`src/rtl/i2c_temp_responder.sv`:
```
// I2C target emulating the ADT7420 register map: address match, pointer register,
// coherent temperature snapshot on reads, writable config register at 0x03.
`timescale 1ns/1ps
module i2c_temp_responder #(
  parameter logic [6:0] DEV_ADDR = 7'h4B,
  parameter logic [7:0] DEV_ID   = 8'hCB
) (
  input  logic        sys_clk,
  input  logic        rst_n,
  input  logic        scl_in,
  input  logic        sda_in,
  output logic        sda_oe,
  input  logic [12:0] temp_in,
  output logic [7:0]  config_reg,
  output logic        busy,
  output logic        addr_hit,
  output logic [3:0]  state
);

  typedef enum logic [3:0] {
    IDLE      = 4'd0,
    ADDR      = 4'd1,
    ADDR_ACK  = 4'd2,
    PTR       = 4'd3,
    PTR_ACK   = 4'd4,
    WDATA     = 4'd5,
    WDATA_ACK = 4'd6,
    RDATA     = 4'd7,
    RDATA_ACK = 4'd8,
    IGNORE    = 4'd9
  } state_t;

  state_t      st;
  logic        scl_s1, scl_s2, scl_p;
  logic        sda_s1, sda_s2, sda_p;
  logic [2:0]  bit_cnt;
  logic [6:0]  shreg;
  logic [6:0]  tx_byte;
  logic [7:0]  pointer;
  logic [12:0] temp_snap;
  logic        rw;
  logic [1:0]  phase;

  logic        scl_rise, scl_fall, start_ev, stop_ev;
  logic [7:0]  rx_byte, next_byte;

  assign state = st;

  // Synchronizers plus one history stage; reset to the idle-high bus level.
  always_ff @(posedge sys_clk or negedge rst_n) begin
    if (!rst_n) begin
      scl_s1 <= 1'b1; scl_s2 <= 1'b1; scl_p <= 1'b1;
      sda_s1 <= 1'b1; sda_s2 <= 1'b1; sda_p <= 1'b1;
    end else begin
      scl_s1 <= scl_in; scl_s2 <= scl_s1; scl_p <= scl_s2;
      sda_s1 <= sda_in; sda_s2 <= sda_s1; sda_p <= sda_s2;
    end
  end

  assign scl_rise = scl_s2 & ~scl_p;
  assign scl_fall = ~scl_s2 & scl_p;
  assign start_ev = scl_s2 & scl_p & sda_p & ~sda_s2;
  assign stop_ev  = scl_s2 & scl_p & ~sda_p & sda_s2;
  assign rx_byte  = {shreg, sda_s2};

  function automatic logic [7:0] reg_read(input logic [7:0] p, input logic [12:0] t,
                                          input logic [7:0] cfg);
    case (p)
      8'h00:   reg_read = t[12:5];
      8'h01:   reg_read = {t[4:0], 3'b000};
      8'h02:   reg_read = 8'h00;
      8'h03:   reg_read = cfg;
      8'h0B:   reg_read = DEV_ID;
      default: reg_read = 8'h00;
    endcase
  endfunction

  assign next_byte = reg_read(pointer, temp_snap, config_reg);

  // Protocol FSM; STOP and START override every state.
  always_ff @(posedge sys_clk or negedge rst_n) begin
    if (!rst_n) begin
      st         <= IDLE;
      sda_oe     <= 1'b0;
      config_reg <= 8'h00;
      busy       <= 1'b0;
      addr_hit   <= 1'b0;
      bit_cnt    <= 3'd0;
      shreg      <= 7'd0;
      tx_byte    <= 7'd0;
      pointer    <= 8'h00;
      temp_snap  <= 13'd0;
      rw         <= 1'b0;
      phase      <= 2'd0;
    end else begin
      addr_hit <= 1'b0;
      if (stop_ev) begin
        st     <= IDLE;
        sda_oe <= 1'b0;
        busy   <= 1'b0;
        phase  <= 2'd0;
      end else if (start_ev) begin
        st      <= ADDR;
        bit_cnt <= 3'd0;
        sda_oe  <= 1'b0;
        phase   <= 2'd0;
      end else begin
        case (st)
          ADDR: if (scl_rise) begin
            shreg   <= rx_byte[6:0];
            bit_cnt <= bit_cnt + 3'd1;
            if (bit_cnt == 3'd7) begin
              if (rx_byte[7:1] == DEV_ADDR) begin
                st   <= ADDR_ACK;
                rw   <= rx_byte[0];
                busy <= 1'b1;
              end else begin
                st <= IGNORE;
              end
            end
          end
          ADDR_ACK: if (scl_fall) begin
            if (phase == 2'd0) begin
              sda_oe   <= 1'b1;
              addr_hit <= 1'b1;
              phase    <= 2'd1;
              if (rw) temp_snap <= temp_in;
            end else begin
              phase   <= 2'd0;
              bit_cnt <= 3'd0;
              if (rw) begin
                st      <= RDATA;
                tx_byte <= next_byte[6:0];
                sda_oe  <= ~next_byte[7];
              end else begin
                st     <= PTR;
                sda_oe <= 1'b0;
              end
            end
          end
          PTR: if (scl_rise) begin
            shreg   <= rx_byte[6:0];
            bit_cnt <= bit_cnt + 3'd1;
            if (bit_cnt == 3'd7) begin
              pointer <= rx_byte;
              st      <= PTR_ACK;
            end
          end
          PTR_ACK, WDATA_ACK: if (scl_fall) begin
            if (phase == 2'd0) begin
              sda_oe <= 1'b1;
              phase  <= 2'd1;
            end else begin
              sda_oe  <= 1'b0;
              phase   <= 2'd0;
              bit_cnt <= 3'd0;
              st      <= WDATA;
            end
          end
          WDATA: if (scl_rise) begin
            shreg   <= rx_byte[6:0];
            bit_cnt <= bit_cnt + 3'd1;
            if (bit_cnt == 3'd7) begin
              if (pointer == 8'h03) config_reg <= rx_byte;
              pointer <= pointer + 8'd1;
              st      <= WDATA_ACK;
            end
          end
          RDATA: begin
            if (scl_rise) begin
              bit_cnt <= bit_cnt + 3'd1;
              if (bit_cnt == 3'd7) begin
                pointer <= pointer + 8'd1;
                phase   <= 2'd0;
                st      <= RDATA_ACK;
              end
            end else if (scl_fall) begin
              sda_oe  <= ~tx_byte[6];
              tx_byte <= {tx_byte[5:0], 1'b0};
            end
          end
          // Release SDA, sample the master's ACK, then present the next byte.
          RDATA_ACK: begin
            if (phase == 2'd0 && scl_fall) begin
              sda_oe <= 1'b0;
              phase  <= 2'd1;
            end else if (phase == 2'd1 && scl_rise) begin
              if (sda_s2) begin
                st    <= IGNORE;
                phase <= 2'd0;
              end else begin
                phase <= 2'd2;
              end
            end else if (phase == 2'd2 && scl_fall) begin
              st      <= RDATA;
              phase   <= 2'd0;
              bit_cnt <= 3'd0;
              tx_byte <= next_byte[6:0];
              sda_oe  <= ~next_byte[7];
            end
          end
          IDLE, IGNORE: ;
          default: st <= IDLE;
        endcase
      end
    end
  end

endmodule
```
`config.mk`:
```
export PLATFORM = sky130hd
export DESIGN_NAME = i2c_temp_responder
export DESIGN_NICKNAME = d
export VERILOG_FILES = /design/src/rtl/i2c_temp_responder.sv
export SDC_FILE = /design/constraint.sdc
export NUM_CORES = 1
export LEC_CHECK = 0
export BUFFER_PORTS_ARGS = -buffer_cell sky130_fd_sc_hd__clkbuf_2
export CAP_MARGIN = 20
export CORE_MARGIN = 2
export CORE_UTILIZATION = 44
export DETAILED_ROUTE_END_ITERATION = 16
export SLEW_MARGIN = 20
export SYNTH_ARGS = -nofsm -noshare
export SYNTH_HDL_FRONTEND = slang
export SYNTH_SLANG_ARGS = --single-unit
```
`constraint.sdc`:
```
create_clock -name sys_clk -period 1.9 [get_ports sys_clk]
set_input_delay 0.38 -clock sys_clk [delete_from_list [all_inputs] [get_ports sys_clk]]
set_output_delay 0.38 -clock sys_clk [all_outputs]
set_load 0.01 [all_outputs]
```
# Word-level counts from Yosys, hierarchy flattened
# Cells that the tools add are included.
# Widths: inputs -> output; s select.
# classes
n_eq_ne	57
muxes	78
n_reduce_logical	32
addsub	2
bitwise_logic	15
# ops
cell	count
$mux 4	19
$ne 4x4->1 const B	15
$mux 7	8
$mux 8	4
$pmux 4 s8	1
$pmux 8 s4	1
$mux 3	8
$mux 1	23
$pmux 7 s3	1
$ne 2x2->1 const B	10
$ne 5x5->1 const B	4
$mux 2	9
$reduce_and 6->1	3
$eq 4x3->1 const B	4
$pmux 8 s2	1
$reduce_and 16->1	1
$ne 3x3->1 const B	5
$reduce_and 7->1	2
$reduce_and 11->1	1
$reduce_and 5->1	2
$reduce_bool 2->1	5
$pmux 3 s3	1
$add 8x1->8 const B	1
$eq 4x2->1 const B	2
other kinds (31)	53
# totals
inputBits	17
output_inout_bits	15
reg_bits	62

# Longest topological paths before layout
# logic_depth
ltp_word	9
ltp_mapped	8
depth_no_buf	7

# Worst setup path before layout
# No wires, ideal clock.
# synth_timing
kind	reg-to-reg
startpoint	register st[0], in the netlist state[0]
endpoint	register st[0], in the netlist state[0]
setup_ns	0.125
path_slack_ns	0.067
stages_incl_launch_ff	7
required_ns	1.775
arrival_time_ns	1.708
period_less_slack_ns	1.833
cell_sequence	dfrtp_1 buf_6 or4_4 o22ai_2 a21o_2 o21ai_2 mux2_4
# synth_via
elab_chain_len	5
# synth_lines
item	line	text
start, declared	33	state_t st;
start signal, assigned	83	st <= IDLE;
start signal, assigned	98	st <= IDLE;
start signal, assigned	103	st <= ADDR;
$eq 4x4->1, or another cell as far along	108	case (st)
$reduce_or 2->1	108	
$pmux 4 s8	108	
$mux 4	102	end else if (start_ev) begin
$mux 4	97	if (stop_ev) begin
# Parallel ways exist; a longest one is shown, timed or not.
# A chain may end at the register's enable or synchronous reset.

# Final worst setup path
# layout_timing
startpoint	register st[3], in the netlist state[3]
endpoint	register st[0], in the netlist state[0]
# Same word-level chain as after synthesis.

==> flow_summary.toml <==
[cts]
cts_num_sinks = 62
clk_latency_ns = 0.35
h-tree-depth = 3
path_clk_slew_ns = 0.08
cts_root_buffer = "clkbuf_8"
cts_hold_buf = 0
numCtsBuffers = 9
cts.path.max_buffers = 2
cts_tree = "yes"

[finish]
antennaDiodeCount = 0
final_area_um2 = 4210
largest_reg_flops = 13
area_growth_pct = 22.2
nets = 419
final_layout_size_suffix_gt1_frac = 0.358

[synth]
yosys-top-cells-count = "dfrtp_1 (56), nand2_1 (30), a21oi_1 (24)"
ys_warn_count = 0
syn_inst = 334
yosys-top-cells-area = "dfrtp_1 (41%), mux2_1 (6.2%), mux2_4 (4.8%), dfstp_2 (4.6%), a21oi_1 (3.5%)"
yosysSeqAreaShare = 0.453
ys_ff_latch = 62
yosysTopAreaCellShare = 0.407
yosysTopAreaCell = "dfrtp_1"
ys_types = 66
syn_area_per_cell_um2 = 10.3
async_flop_share = 1.00
synthesis.nets = 356
yosysMostFrequentCell = "dfrtp_1"
synth_top_flop_cell = "dfrtp_1"
synth_edf_count = 0
netlist_area_um2 = 3440

[worst_setup_path]
rr_endpoint = "state[0]$_DFFE_PN0P_"
crit_start = "state[3]$_DFFE_PN0P_"
rr_worst_depth = 7
worstSetupPathType = "flip-flop to flip-flop"
startpoint_type = "flip-flop"
critPathRequiredTime_ns = 2.14
cp.arrival_ns = 2.06
cp_max_fo = 9
worst_r2r_startpoint = "state[3]$_DFFE_PN0P_"
cp-end-kind = "flip-flop"
setup.worst_path.end = "state[0]$_DFFE_PN0P_"
rrSetupSlack_ns = 0.08

[sta]
holdWs_ns = 0.0422
slew_violations = 0
skew_ns = 0.0104
slew_headroom = 0.708
finalCriticalPeriod_ns = 1.82
fmax_mhz = 548
rsz0062_at_grt = "false"
worst_pin_slew_ns = 0.438
finalHoldViolations = 0
setup-violations-final = 0
period_share = 0.960
finalWorstSetupSlack_ns = 0.0764

[min_path]
hold_class = "input pin to asynchronous set/reset pin"

[detailed_routing]
firstDrtPassIters = 5
wl_um = 8630
dr_total_vias = 2906
drc_errors = 0
ant_nets = 0
routedWlPerCell_um = 17.1
routed_via_density = 5.77
drt-initial-drc-count = 205

[grt]
antenna_found_initial = 0
grt_pass1_wl_um = 14300
grt_max_degree = 35
grt_pass1_vias = 2822
grt_overflow = 0
grtUsageTotal = 0.213

[floorplanning]
num_rows = 32
die_area_um2 = 8550
io-pin-count = 32
die_h_um = 92.5
start_util = 0.450
core_um2 = 7650
die_width_um = 92.5

[placed_design]
post-place-ws_ns = -0.0460
placed_area_um2 = 3900
gp_congestion = 0.850
dp_hpwl_um = 6200
portBuffers = 31

[pwr]
p_leak_nw = 1.98
ir_drop_mv = 0.439
powerDensity_nw_per_um2 = 864

[job]
cap_violations = 0

[status]
status = "finished clean"
==> worst max-delay path, stage by stage (launching register included) <==
cell	delay (ns)
dfrtp_1	0.41
buf_4	0.17
nor4b_4	0.14
buf_4	0.15
and2_1	0.16
a21o_2	0.23
o21ai_2	0.14
mux2_4	0.30
==> how the worst min path moves through the flow <==
| stage | from | end | slack, ns | depth (start not counted) |
|---|---|---|---|---|
| floorplan | rst_n | addr_hit$_DFF_PN0_ | 0.08 | 0 |
| global route | rst_n | shreg[5]$_DFFE_PN0P_ | 0.08 | 2 |
| detailed placement | sda_s1$_DFF_PN1_ | sda_s2$_DFF_PN1_ | 0.35 | 0 |
| CTS | rst_n | shreg[5]$_DFFE_PN0P_ | 0.06 | 2 |
| finish | rst_n | shreg[4]$_DFFE_PN0P_ | 0.04 | 2 |
| global placement | sda_s1$_DFF_PN1_ | sda_s2$_DFF_PN1_ | 0.35 | 0 |
==> where the power goes <==
part / internal [mW] / total, mW / switching, mW
combinational: 0.411 / 0.839 / 0.428
sequential: 1.42 / 1.53 / 0.117
clock: 0.692 / 1.26 / 0.572
total: 2.52 / 3.64 / 1.12
==> cells in the final DEF, fill, tap and decap left out, types with 3 or more instances in the layout <==
| cell | instances |
|---|---|
| nand4b_1 | 3 |
| ha_2 | 3 |
| inv_6 | 3 |
| nor2_1 | 20 |
| dfstp_2 | 6 |
| nor2_4 | 3 |
| dfrtp_1 | 52 |
| clkbuf_2 | 31 |
| mux2_1 | 12 |
| nand2_1 | 29 |
| nand2b_1 | 4 |
| o21ai_1 | 11 |
| nand3_1 | 17 |
| mux2_4 | 18 |
| dfrtp_2 | 4 |
| inv_1 | 4 |
| a31oi_1 | 3 |
| or3_1 | 3 |
| a2bb2oi_1 | 4 |
| o22ai_1 | 3 |
| buf_4 | 38 |
| a22o_1 | 3 |
| o211ai_1 | 3 |
| a21oi_1 | 23 |
| nor2b_1 | 5 |
| clkbuf_8 | 11 |
| nor3_1 | 7 |
| a22oi_1 | 5 |
| o21ai_0 | 12 |
| mux2_2 | 5 |
==> cell type report <==
class / count / area, um2
fill: 705 / 3440
multi-input combinational: 251 / 1850
sequential: 62 / 1560
timing repair buffer: 69 / 440
clock buffer: 11 / 151
tap: 102 / 128
clock inverter: 5 / 63.8
inverter: 4 / 15.0
==> routing by layer <==
metal  track usage  share of wire  up-vias
met5             0              0        -
met4        0.0622         0.0083        0
met3        0.0382          0.050       12
met2         0.344           0.48       99
met1         0.293           0.46     1435
li1              -              -     1360
==> metrics by stage <==
step | utilization | std cells | power (mW) | TNS [ns]
finish | 0.550 | 504 | 3.64 | 0
global route | 0.550 | 504 | 3.81 | 0
CTS | 0.543 | 503 | 3.64 | 0
detailed placement | 0.510 | 485 | 2.37 | -0.413
global placement | 0.510 | 485 | 2.36 | -0.00983
floorplan | - | 334 | 2.05 | 0
==> what timing repair did <==
item,in CTS,in global routing
endpoints found under the setup margin,25,29
gates resized for setup,6,19
setup buffers,2,1
pin swaps,3,3
==> cell families after synthesis <==
group                      Yosys count  share of synthesized area
DFF                                 62                      0.453
adders and majority gates            5                     0.0182
AOI/OAI and AO/OA                   89                      0.169
buffers and inverters               21                     0.0309
and+or+nand+nor                    120                      0.198
muxes                               36                      0.129
xor gates and xnor gates             1                    0.00254
Power figures use the tool's default switching activity.
